## config.mk

```make
export PLATFORM = sky130hd
export DESIGN_NAME = qbus_cycle
export DESIGN_NICKNAME = d
export VERILOG_FILES = /design/src/rtl/qbus_pkg.sv /design/src/rtl/qbus_cycle_rply_sync.sv /design/src/rtl/qbus_cycle.sv
export SDC_FILE = /design/constraint.sdc
export NUM_CORES = 1
export LEC_CHECK = 0
export BUFFER_PORTS_ARGS = -buffer_cell sky130_fd_sc_hd__buf_4
export CAP_MARGIN = 20
export CORE_MARGIN = 3
export CORE_UTILIZATION = 44
export CTS_BUF_LIST = sky130_fd_sc_hd__clkbuf_8 sky130_fd_sc_hd__clkbuf_16
export DETAILED_ROUTE_END_ITERATION = 12
export PLACE_DENSITY = 0.75
export SETUP_SLACK_MARGIN = 0.05
export SLEW_MARGIN = 20
export SYNTH_ARGS = -nofsm -noshare
export SYNTH_HDL_FRONTEND = slang
export SYNTH_SLANG_ARGS = --single-unit
```

## constraint.sdc

```tcl
create_clock -name i_clk -period 1.89 [get_ports i_clk]
set_input_delay 0.378 -clock i_clk [delete_from_list [all_inputs] [get_ports i_clk]]
set_output_delay 0.378 -clock i_clk [all_outputs]
set_load 0.005 [all_outputs]
```

## src/rtl/qbus_pkg.sv

```systemverilog
// Shared definitions for the Q-bus cycle sequencer: FSM encoding, default timeout, write-lane helper.
// Latency: n/a (constants and a combinational function only).
// Backpressure: n/a.
package qbus_pkg;

  localparam logic [1:0] ST_IDLE = 2'd0;
  localparam logic [1:0] ST_ADDR = 2'd1;
  localparam logic [1:0] ST_DATA = 2'd2;
  localparam logic [1:0] ST_END  = 2'd3;

  localparam int QBUS_TIMEOUT_DEF = 64;

  // Byte writes put the low byte on both lanes so the slave can pick either half by addr[0].
  function automatic logic [15:0] wr_lanes(input logic [15:0] d, input logic is_byte);
    return is_byte ? {d[7:0], d[7:0]} : d;
  endfunction

endpackage

```

## src/rtl/qbus_cycle_rply_sync.sv

```systemverilog
// Two-flop synchronizer bringing the slave's asynchronous RPLY into the clk domain.
// Latency: 2 clk edges from input change to output change.
// Backpressure: none; free-running.
module rply_sync (
  input  logic i_clk,
  input  logic i_rst_n,
  input  logic i_async,
  output logic o_sync
);

  logic r_meta;
  logic r_sync;

  // Two back-to-back flops; only r_sync is safe to use in the FSM.
  always_ff @(posedge i_clk or negedge i_rst_n) begin
    if (!i_rst_n) begin
      r_meta <= 1'b0;
      r_sync <= 1'b0;
    end else begin
      r_meta <= i_async;
      r_sync <= r_meta;
    end
  end

  assign o_sync = r_sync;

endmodule

```

## src/rtl/qbus_cycle.sv

```systemverilog
// Q-bus cycle sequencer: one read/write per request, SYNC/DIN/DOUT/RPLY handshake, odd-address and RPLY-timeout errors.
// Latency: odd-address error 1 edge; normal cycle done 3 edges after RPLY rises into DATA+sync; timeout TIMEOUT+1 cycles in DATA.
// Backpressure: busy is high outside IDLE and req is ignored then; requester holds req low until done.
module qbus_cycle
  import qbus_pkg::*;
#(
  parameter int TIMEOUT = QBUS_TIMEOUT_DEF
) (
  input  logic        i_clk,
  input  logic        i_reset_n,
  input  logic        i_req,
  input  logic        i_we,
  input  logic        i_byte,
  input  logic [15:0] i_addr,
  input  logic [15:0] i_wdata,
  output logic [15:0] o_rdata,
  output logic        o_busy,
  output logic        o_done,
  output logic        o_buserr,
  output logic [15:0] o_bus_addr,
  output logic [15:0] o_bus_dout,
  input  logic [15:0] i_bus_din,
  output logic        o_bus_sync,
  output logic        o_bus_dinstb,
  output logic        o_bus_doutstb,
  output logic        o_bus_wtbt,
  input  logic        i_bus_rply
);

  localparam logic [7:0] LP_TIMEOUT = 8'(TIMEOUT);

  logic [1:0]  r_state;
  logic [7:0]  r_cnt;
  logic        r_we;
  logic        r_byte;
  logic [15:0] r_bus_addr;
  logic [15:0] r_bus_dout;
  logic [15:0] r_rdata;
  logic        r_done;
  logic        r_buserr;
  logic        w_rply_s;

  rply_sync u_rply_sync (
    .i_clk   (i_clk),
    .i_rst_n (i_reset_n),
    .i_async (i_bus_rply),
    .o_sync  (w_rply_s)
  );

  // Cycle FSM with its latched request, timeout counter, read capture and one-cycle status pulses.
  always_ff @(posedge i_clk or negedge i_reset_n) begin
    if (!i_reset_n) begin
      r_state    <= ST_IDLE;
      r_cnt      <= 8'd0;
      r_we       <= 1'b0;
      r_byte     <= 1'b0;
      r_bus_addr <= 16'd0;
      r_bus_dout <= 16'd0;
      r_rdata    <= 16'd0;
      r_done     <= 1'b0;
      r_buserr   <= 1'b0;
    end else begin
      r_done   <= 1'b0;
      r_buserr <= 1'b0;
      case (r_state)
        ST_IDLE: begin
          if (i_req) begin
            if (i_addr[0] && !i_byte) begin
              // Odd word address never reaches the bus.
              r_done   <= 1'b1;
              r_buserr <= 1'b1;
            end else begin
              r_bus_addr <= i_addr;
              r_we       <= i_we;
              r_byte     <= i_byte;
              r_bus_dout <= wr_lanes(i_wdata, i_byte);
              r_state    <= ST_ADDR;
            end
          end
        end
        ST_ADDR: begin
          r_cnt   <= 8'd0;
          r_state <= ST_DATA;
        end
        ST_DATA: begin
          // RPLY is checked first so a reply on the timeout edge still completes normally.
          if (w_rply_s) begin
            if (!r_we) begin
              r_rdata <= i_bus_din;
            end
            r_done  <= 1'b1;
            r_state <= ST_END;
          end else if (r_cnt == LP_TIMEOUT) begin
            r_done   <= 1'b1;
            r_buserr <= 1'b1;
            r_state  <= ST_IDLE;
          end else if (r_cnt != 8'hFF) begin
            r_cnt <= r_cnt + 8'd1;
          end
        end
        ST_END: begin
          if (!w_rply_s) begin
            r_state <= ST_IDLE;
          end
        end
        default: r_state <= ST_IDLE;
      endcase
    end
  end

  // Strobes decode straight from state so an asynchronous reset drops them at once.
  assign o_busy        = (r_state != ST_IDLE);
  assign o_bus_sync    = (r_state != ST_IDLE);
  assign o_bus_dinstb  = (r_state == ST_DATA) && !r_we;
  assign o_bus_doutstb = (r_state == ST_DATA) && r_we;
  assign o_bus_wtbt    = (r_state == ST_ADDR) && r_we && r_byte;
  assign o_bus_addr    = r_bus_addr;
  assign o_bus_dout    = r_bus_dout;
  assign o_rdata       = r_rdata;
  assign o_done        = r_done;
  assign o_buserr      = r_buserr;

endmodule

```

# Word level (Yosys, flattened, before mapping)
# Cells that the tools add are included.
# Widths: inputs -> output; s select.
# classes
reduce_logical	14
add_sub_neg	1
bitwise	2
muxes	18
n_eq_ne	12
# op_table
operator	count
$mux 8	3
$mux 16	1
$pmux 8 s2	1
$ne 2x2->1 const B	6
$mux 2	5
$add 8x1->8 const B	1
$eq 8x7->1 const B	1
$ne 8x8->1 const B	1
$pmux 2 s4	1
$reduce_and 4->1	2
$reduce_and 3->1	2
$logic_and 1x1->1	5
$mux 1	5
$eq 2x2->1 const B	2
$pmux 1 s2	2
$reduce_bool 2->1	2
$ne 3x2->1 const B	1
$eq 2x1->1 const B	1
$logic_not 1->1	2
$logic_not 2->1	1
$not 1->1	2
# totals
out_inout_bits	55
word_cells	58
inputBits	54
regBits	64

# Logic depth before layout (Yosys ltp)
# Gate-level depths: netlist (run 1).
# logic_depth
depth_word	5
ltp_mapped	7

# By module
# A second synthesis (run 1) with hierarchy kept.
# unflattened
hier_cells	213
area_unflattened_um2	2750.1
# by_module_without_submodules
mod	n_inst	area_each_um2	seq_area_each_um2	cells_per_inst
qbus_cycle	1	2700.1	1551.5	211
rply_sync	1	50.0	50.0	2

# Worst setup path before layout (run 1)
# OpenSTA, ideal clock, no wires.
# synth_path
path_type	reg2reg
start	reg r_cnt[0]
end	reg r_cnt[7]
path_buffers	1
path_stages_with_launch	8
setup_slack_ns	0.124
t_required_ns	1.803
arrival_time_ns	1.680
setup_time_ns	0.087
cell_sequence	dfrtp_1 > inv_1 > ha_1 > nor4bb_1 > and2_1 > clkbuf_2 > or4_1 > o211ai_1
# synth_between
elab_chain_len	5
elab_cells_between_ends	10
classes_between	1 x add/sub; 4 x eq/ne; 4 x mux; 1 x reduce/logical
# synth_rtl
element	line_no	source
start: declaration	qbus_cycle.sv:33	logic [7:0] r_cnt;
start signal: assignment	qbus_cycle.sv:98	r_cnt <= r_cnt + 8'd1;
$add 8x1->8	qbus_cycle.sv:98	
$mux 8	qbus_cycle.sv:97	end else if (r_cnt != 8'hFF) begin
$mux 8	qbus_cycle.sv:93	end else if (r_cnt == LP_TIMEOUT) begin
$mux 8	qbus_cycle.sv:87	if (w_rply_s) begin
$pmux 8 s2	qbus_cycle.sv:65	case (r_state)
# Parallel ways exist; a longest one is shown, timed or not. The select of a mux whose other input is x is not followed.
# A chain may end at the register's enable or synchronous reset.

# Worst setup path in the final report (run 1)
# Same ends and word-level chain as after synthesis.

==> flow_metrics.tcl, run 1 <==
set metrics [dict create \
    status "complete, no violations" \
    drc 0 \
    rows 29 \
    rr_endpoint "r_cnt[7]" \
    vias 2233 \
    leakage_uw 0.00203 \
    cts_inserted_buffers 9 \
    tightest_slew_ns 0.473 \
    hold_violations 0 \
    arrival_ns 2.05 \
    hp-class "primary input to flop" \
    crit_type "flop to flop" \
    grt_first_pass_wirelength_um 10600 \
    final_core_util 0.640 \
    dp_hpwl_um 5040 \
    worstPathMaxFanout 7 \
    post-cts-setup-buffers 0 \
    place_congestion 0.840 \
    antenna_left 0 \
    layout_common_cells "buf_4 (111), dfrtp_1 (64), mux2_4 (22)" \
    grt_pass1_vias 2229 \
    cp.required_ns 2.14 \
    hold_depth 1 \
    core_area_um2 6420 \
    fin_crit_ns 1.79 \
    firstDrtPassIters 4 \
    finalPower_uw 6150 \
    synth_edf_count 0 \
    die_area_um2 7720 \
    overflow 0 \
    synthToLayoutAreaGrowth_pct 39.3 \
    drive_gt1_frac 0.519 \
    r2r_slack_ns 0.1 \
    min_to "u_rply_sync.r_meta" \
    grt_max_degree 40 \
    cts_tree "yes" \
    synthDistinctLibCells 42 \
    fin_crit_sh 0.949 \
    holdCritStartpoint "i_bus_rply" \
    grt_setup_unrepaired "true" \
    clk_pin_slew_worst_paths_ns 0.07 \
    powerDensity_nw_per_um2 1500 \
    io_pins 109 \
    ys.flop_type "dfrtp_1" \
    peakVddDrop_uv 766 \
    drtIter0Drc 145 \
    max_freq_ghz 0.558 \
    yosysWarningCount 0 \
    synth_nets 289 \
    dieWidth_um 87.9 \
    htree_levels 3 \
    final-max-slew-violation-count 0 \
    cap_violations 0 \
    synth-seq-cells 64 \
    skew_ns 0.00755 \
    wl_per_cell_um 15.7 \
    worstSkewPairLatency_ns 0.33 \
    synth_cells 233 \
    antenna_found_initial 0 \
    n_antenna_cell 0 \
    finalSetupViolCount 0 \
    cts-root-buf "clkbuf_8" \
    num-nets-final 402 \
    syn_avg_cell_area_um2 12.7 \
    critical_path.startpoint "r_cnt[0]" \
    clockBufferDepth 2 \
    grtUsageTotal 0.176 \
    final_common_cell "buf_4" \
    worstRegToRegCells 6 \
    via_per_inst 5.22 \
    die_h_um 87.9 \
    endpoint_kind "flop" \
    worstSetupStartpointType "flop" \
    max_slew_margin 0.681 \
    start_util 0.459 \
    cts_sinks 64 \
    syn_area_um2 2950 \
    reg2reg_from "r_cnt[0]" \
    drt_wl_total_um 6700 \
    ys_seq_area_frac 0.543 \
    synthArstFlopShare 1.00 \
    io_buffer_count 108 \
]
==> layout make-up <==
class / instances / area, µm²
multi-input combinational: 147 / 1250
timing repair buffer: 117 / 930
clock buffer: 10 / 138
tap: 77 / 96.3
sequential: 64 / 1600
clock inverter: 6 / 66.3
fill: 496 / 2310
inverter: 7 / 26.3
==> synthesized netlist by cell type, types with 3 or more instances <==
library cell	count	area, µm²
o21ai_0	13	65.1
and2_1	4	25.0
and3_1	4	25.0
o311ai_0	3	26.3
o211ai_1	3	22.5
dfrtp_1	64	1600
a21o_1	4	30.0
nand2_1	18	67.6
nor2b_1	4	25.0
mux2_4	22	330
mux2_2	18	203
nand3_1	3	15.0
clkbuf_1	5	18.8
nor2_1	9	33.8
buf_6	5	56.3
a21oi_1	3	15.0
inv_1	7	26.3
mux2i_1	8	80.1
==> worst max-delay path, stage by stage (launching register included) <==
cell and delay (ns):
dfrtp_1 0.41, inv_1 0.08, ha_1 0.20, nor4bb_4 0.17
and2_4 0.17, or4_1 0.51, o211ai_1 0.17
==> layer usage <==
metal  up-vias  wire [µm]  global-route usage
met3         8        610              0.0574
met5         -          0                   0
met4         0         79              0.0739
met2       110       3170               0.264
li1       1061          -                   -
met1      1054       2840               0.236
==> registers in the layout, summed over array words and instances (netlist names) <==
name / count
u_rply_sync.o_sync: 1
o_bus_addr: 16
r_state: 2
u_rply_sync.r_meta: 1
r_byte: 1
o_rdata: 16
o_buserr: 1
r_we: 1
o_bus_dout: 16
r_cnt: 8
o_done: 1
==> how the worst max path moves through the flow <==
stage	to	slack (ns)	cells after the start
6_report	r_cnt[7]	0.1	6
5_1_grt	r_cnt[1]	-0.01	6
4_1_cts	r_cnt[7]	0.1	6
3_5_place_dp	r_cnt[7]	0.06	6
3_3_place_gp	r_cnt[7]	0.14	6
2_1_floorplan	r_cnt[7]	0.12	7
==> report_power, final <==
group / switching, µW / internal [µW]
Sequential: 425 / 1980
Clock: 531 / 646
Combinational: 929 / 1630
==> metrics by stage <==
| stage | instances | instance area (µm²) | setup slack, ns | hold slack [ns] | setup TNS, ns |
|---|---|---|---|---|---|
| after floorplan | 233 | 2950 | 0.124 | 0.0824 | 0 |
| after global placement | 412 | 3860 | 0.143 | 0.334 | 0 |
| after detailed placement | 412 | 3860 | 0.0638 | 0.334 | 0 |
| after CTS | 428 | 4070 | 0.0955 | 0.137 | 0 |
| after global routing | 428 | 4110 | -0.00985 | 0.142 | -0.00985 |
| final | 428 | 4110 | 0.0964 | 0.156 | 0 |
==> kinds of logic after synthesis <==
logic type               share of synthesized area
buffers and inverters                       0.0446
AND/OR/NAND/NOR                              0.115
AO/OA/AOI/OAI                               0.0811
flip-flops                                   0.543
adder cells (fa/ha/maj)                    0.00849
multiplexers                                 0.208
==> what timing repair did <==
item	in CTS	in global routing
resized for setup	2	10
hold endpoints to repair	29	0
pin swaps	0	0
endpoints found under the setup margin	2	12
hold buffers	1	0
No activity file was read; power rests on OpenSTA's default activity.
==> run 2: changes to the inputs <==
--- a/config.mk
+++ b/config.mk
@@ -5,13 +5,14 @@
 export SDC_FILE = /design/constraint.sdc
 export NUM_CORES = 1
 export LEC_CHECK = 0
+export ABC_AREA = 1
 export BUFFER_PORTS_ARGS = -buffer_cell sky130_fd_sc_hd__buf_4
 export CAP_MARGIN = 20
 export CORE_MARGIN = 3
 export CORE_UTILIZATION = 44
 export CTS_BUF_LIST = sky130_fd_sc_hd__clkbuf_8 sky130_fd_sc_hd__clkbuf_16
 export DETAILED_ROUTE_END_ITERATION = 12
-export PLACE_DENSITY = 0.75
+export PLACE_DENSITY = 0.76
 export SETUP_SLACK_MARGIN = 0.05
 export SLEW_MARGIN = 20
 export SYNTH_ARGS = -nofsm -noshare
==> run 2 against run 1 <==
Against the previous run: combinational power shrank 9.4%; setup slack gained 0.063 ns; non-clock buffer count shrank 7; cell area shrank 3.6%; synthesized cell count grew 30%; hold slack lost 0.031 ns; register-to-register slack gained 0.14 ns; first-iteration DRC count shrank 26%; fmax grew 3.6%.
==> flow_metrics.tcl, run 2 <==
set metrics [dict create \
    status "complete, no violations" \
    synth_cells 304 \
    ys.flop_type "dfrtp_1" \
    core_area_um2 6130 \
    io_buffer_count 108 \
    syn_avg_cell_area_um2 9.46 \
    whs_ns 0.125 \
    synth_adder_area_share 0.00870 \
    cts-root-buf "clkbuf_8" \
    fin_crit_ns 1.73 \
    drt_wl_total_um 6800 \
    synth_top_family_by_area "simple AND/OR/NAND/NOR gates" \
    dp_hpwl_um 4840 \
    clockBufferDepth 2 \
    die_h_um 86.8 \
    powerDensity_nw_per_um2 1480 \
    ys_seq_area_frac 0.557 \
    io_pins 109 \
    cts_hold_buf 0 \
    start_util 0.469 \
    worstSkewPairLatency_ns 0.33 \
    leakage_uw 0.00208 \
    cap_violations 0 \
    tightest_slew_ns 0.799 \
    dieWidth_um 86.8 \
    finalSetupViolCount 0 \
    htree_levels 3 \
    wl_per_cell_um 13.8 \
    hp-class "primary input to async pin" \
    skew_ns 0.0104 \
    vias 2400 \
    grt_first_pass_wirelength_um 11200 \
    rows 28 \
    die_area_um2 7540 \
    max_freq_ghz 0.578 \
    cts_sinks 64 \
    synth.largest_area_cell "dfrtp_1" \
    yosysWarningCount 0 \
    layout_common_cells "nand2_1 (111), buf_4 (108), dfrtp_1 (63)" \
    worstPathMaxFanout 9 \
    synthTopCellsByArea "dfrtp_1 (56%), nand2_1 (14%), mux2_4 (5.2%)" \
    grtUsageTotal 0.187 \
    arrival_ns 1.35 \
    synth_nets 360 \
    drive_gt1_frac 0.382 \
    synth-seq-cells 64 \
    final_common_cell "nand2_1" \
    cts_tree "yes" \
    synthDistinctLibCells 29 \
    critPathSlowestCell "dfrtp_2" \
    worstSetupStartpointType "flop" \
    grt_pass1_vias 2459 \
    endpoint_kind "primary output" \
    crit_family "flip-flops" \
    synth_xor_area_frac 0 \
    drc 0 \
    synthArstFlopShare 1.00 \
    max_slew_margin 0.467 \
    peakVddDrop_uv 897 \
    yosysMostFrequentCell "nand2_1" \
    n_antenna_cell 0 \
    antenna_found_initial 0 \
    final-max-slew-violation-count 0 \
    cp.required_ns 1.51 \
    yosys-top-cells-count "nand2_1 (111), dfrtp_1 (64), nor2_1 (21)" \
    setup-tns-final_ns 0 \
    synthToLayoutAreaGrowth_pct 37.7 \
    crit_type "flop to primary output" \
    syn_area_um2 2880 \
    drtIter0Drc 107 \
    cts_inserted_buffers 9 \
    firstDrtPassIters 4 \
    place_congestion 0.819 \
    via_per_inst 4.86 \
    num-nets-final 470 \
    synth_top_cell_area_share 0.557 \
    yosys.area_share.simple 0.231 \
    critPathMaxStageDelay_ns 0.50 \
    fin_crit_sh 0.916 \
    grt_setup_unrepaired "false" \
    path_cells "inv_2 > nand2_2 > nor2_1 > buf_4" \
    synth_edf_count 0 \
    overflow 0 \
    critical_path_buf_inv_count 2 \
    synth_compound_area_frac 0.0788 \
    grt_max_degree 65 \
    post-cts-setup-buffers 0 \
    clk_pin_slew_worst_paths_ns 0.07 \
    antenna_left 0 \
    synthMuxAreaShare 0.0757 \
    hold_violations 0 \
]
-- run 2: changes by cell type after synthesis, sizes merged, moves of 4 or more --
cell,delta
a21o,-4
and2,-4
and3,-4
clkbuf,-6
inv,+10
mux2,-24
mux2i,-8
nand2,+98
nand3,+8
nor2,+16
nor2b,-4
o21ai,+19
-- run 2: area by class of cell --
cell class	count	area, µm²
Timing Repair Buffer	110	851
Sequential cell	64	1600
Tap cell	75	93.8
Multi-Input combinational cell	212	1140
Clock buffer	9	124
Clock inverter	7	87.6
Inverter	17	63.8
Fill cell	511	2170
-- run 2: cell families after synthesis --
logic type	Yosys count
flops	64
simple gates	156
compound gates	38
fa+ha+maj	2
mux	16
buf+inv	28
-- run 2: through the flow --
stage                     utilization  instance area (µm²)  setup WS (ns)  std cells  power, µW
after floorplan                     -                 2880          0.520        304       3470
after global placement          0.610                 3740          0.293        478       4570
after detailed placement        0.610                 3740          0.189        478       4650
after CTS                       0.645                 3960         0.0782        494       5940
after global routing            0.646                 3960         0.0545        494       6330
final                           0.646                 3960          0.159        494       5870
-- run 2: what timing repair did --
item                                    CTS  global route
endpoints found under the setup margin    1             1
resized for setup                         1             1
endpoints found under the hold margin     0             0
-- run 2: worst paths after layout --
kind	slack, ns	depth (start not counted)	to	from
setup / recovery	0.16	4	o_bus_doutstb	r_state[0]
hold / removal	0.13	1	r_cnt[1]	i_reset_n
setup reg to reg	0.24	7	r_cnt[2]	r_cnt[1]
hold reg to reg	0.36	0	u_rply_sync.o_sync	u_rply_sync.r_meta
max in group asynchronous	1.20	1	r_state[0]	i_reset_n
min in group i_clk	0.15	1	u_rply_sync.r_meta	i_bus_rply
-- run 2: routing by layer --
layer | global-route usage | part of all wire
met5 | 0 | 0
met4 | 0.0652 | 0.015
met1 | 0.248 | 0.44
met3 | 0.0485 | 0.074
met2 | 0.297 | 0.47
-- run 2: report_power, final --
part	total [µW]	switching (µW)	internal, µW
logic	2320	1060	1260
registers	2280	348	1940
clock network	1260	526	733
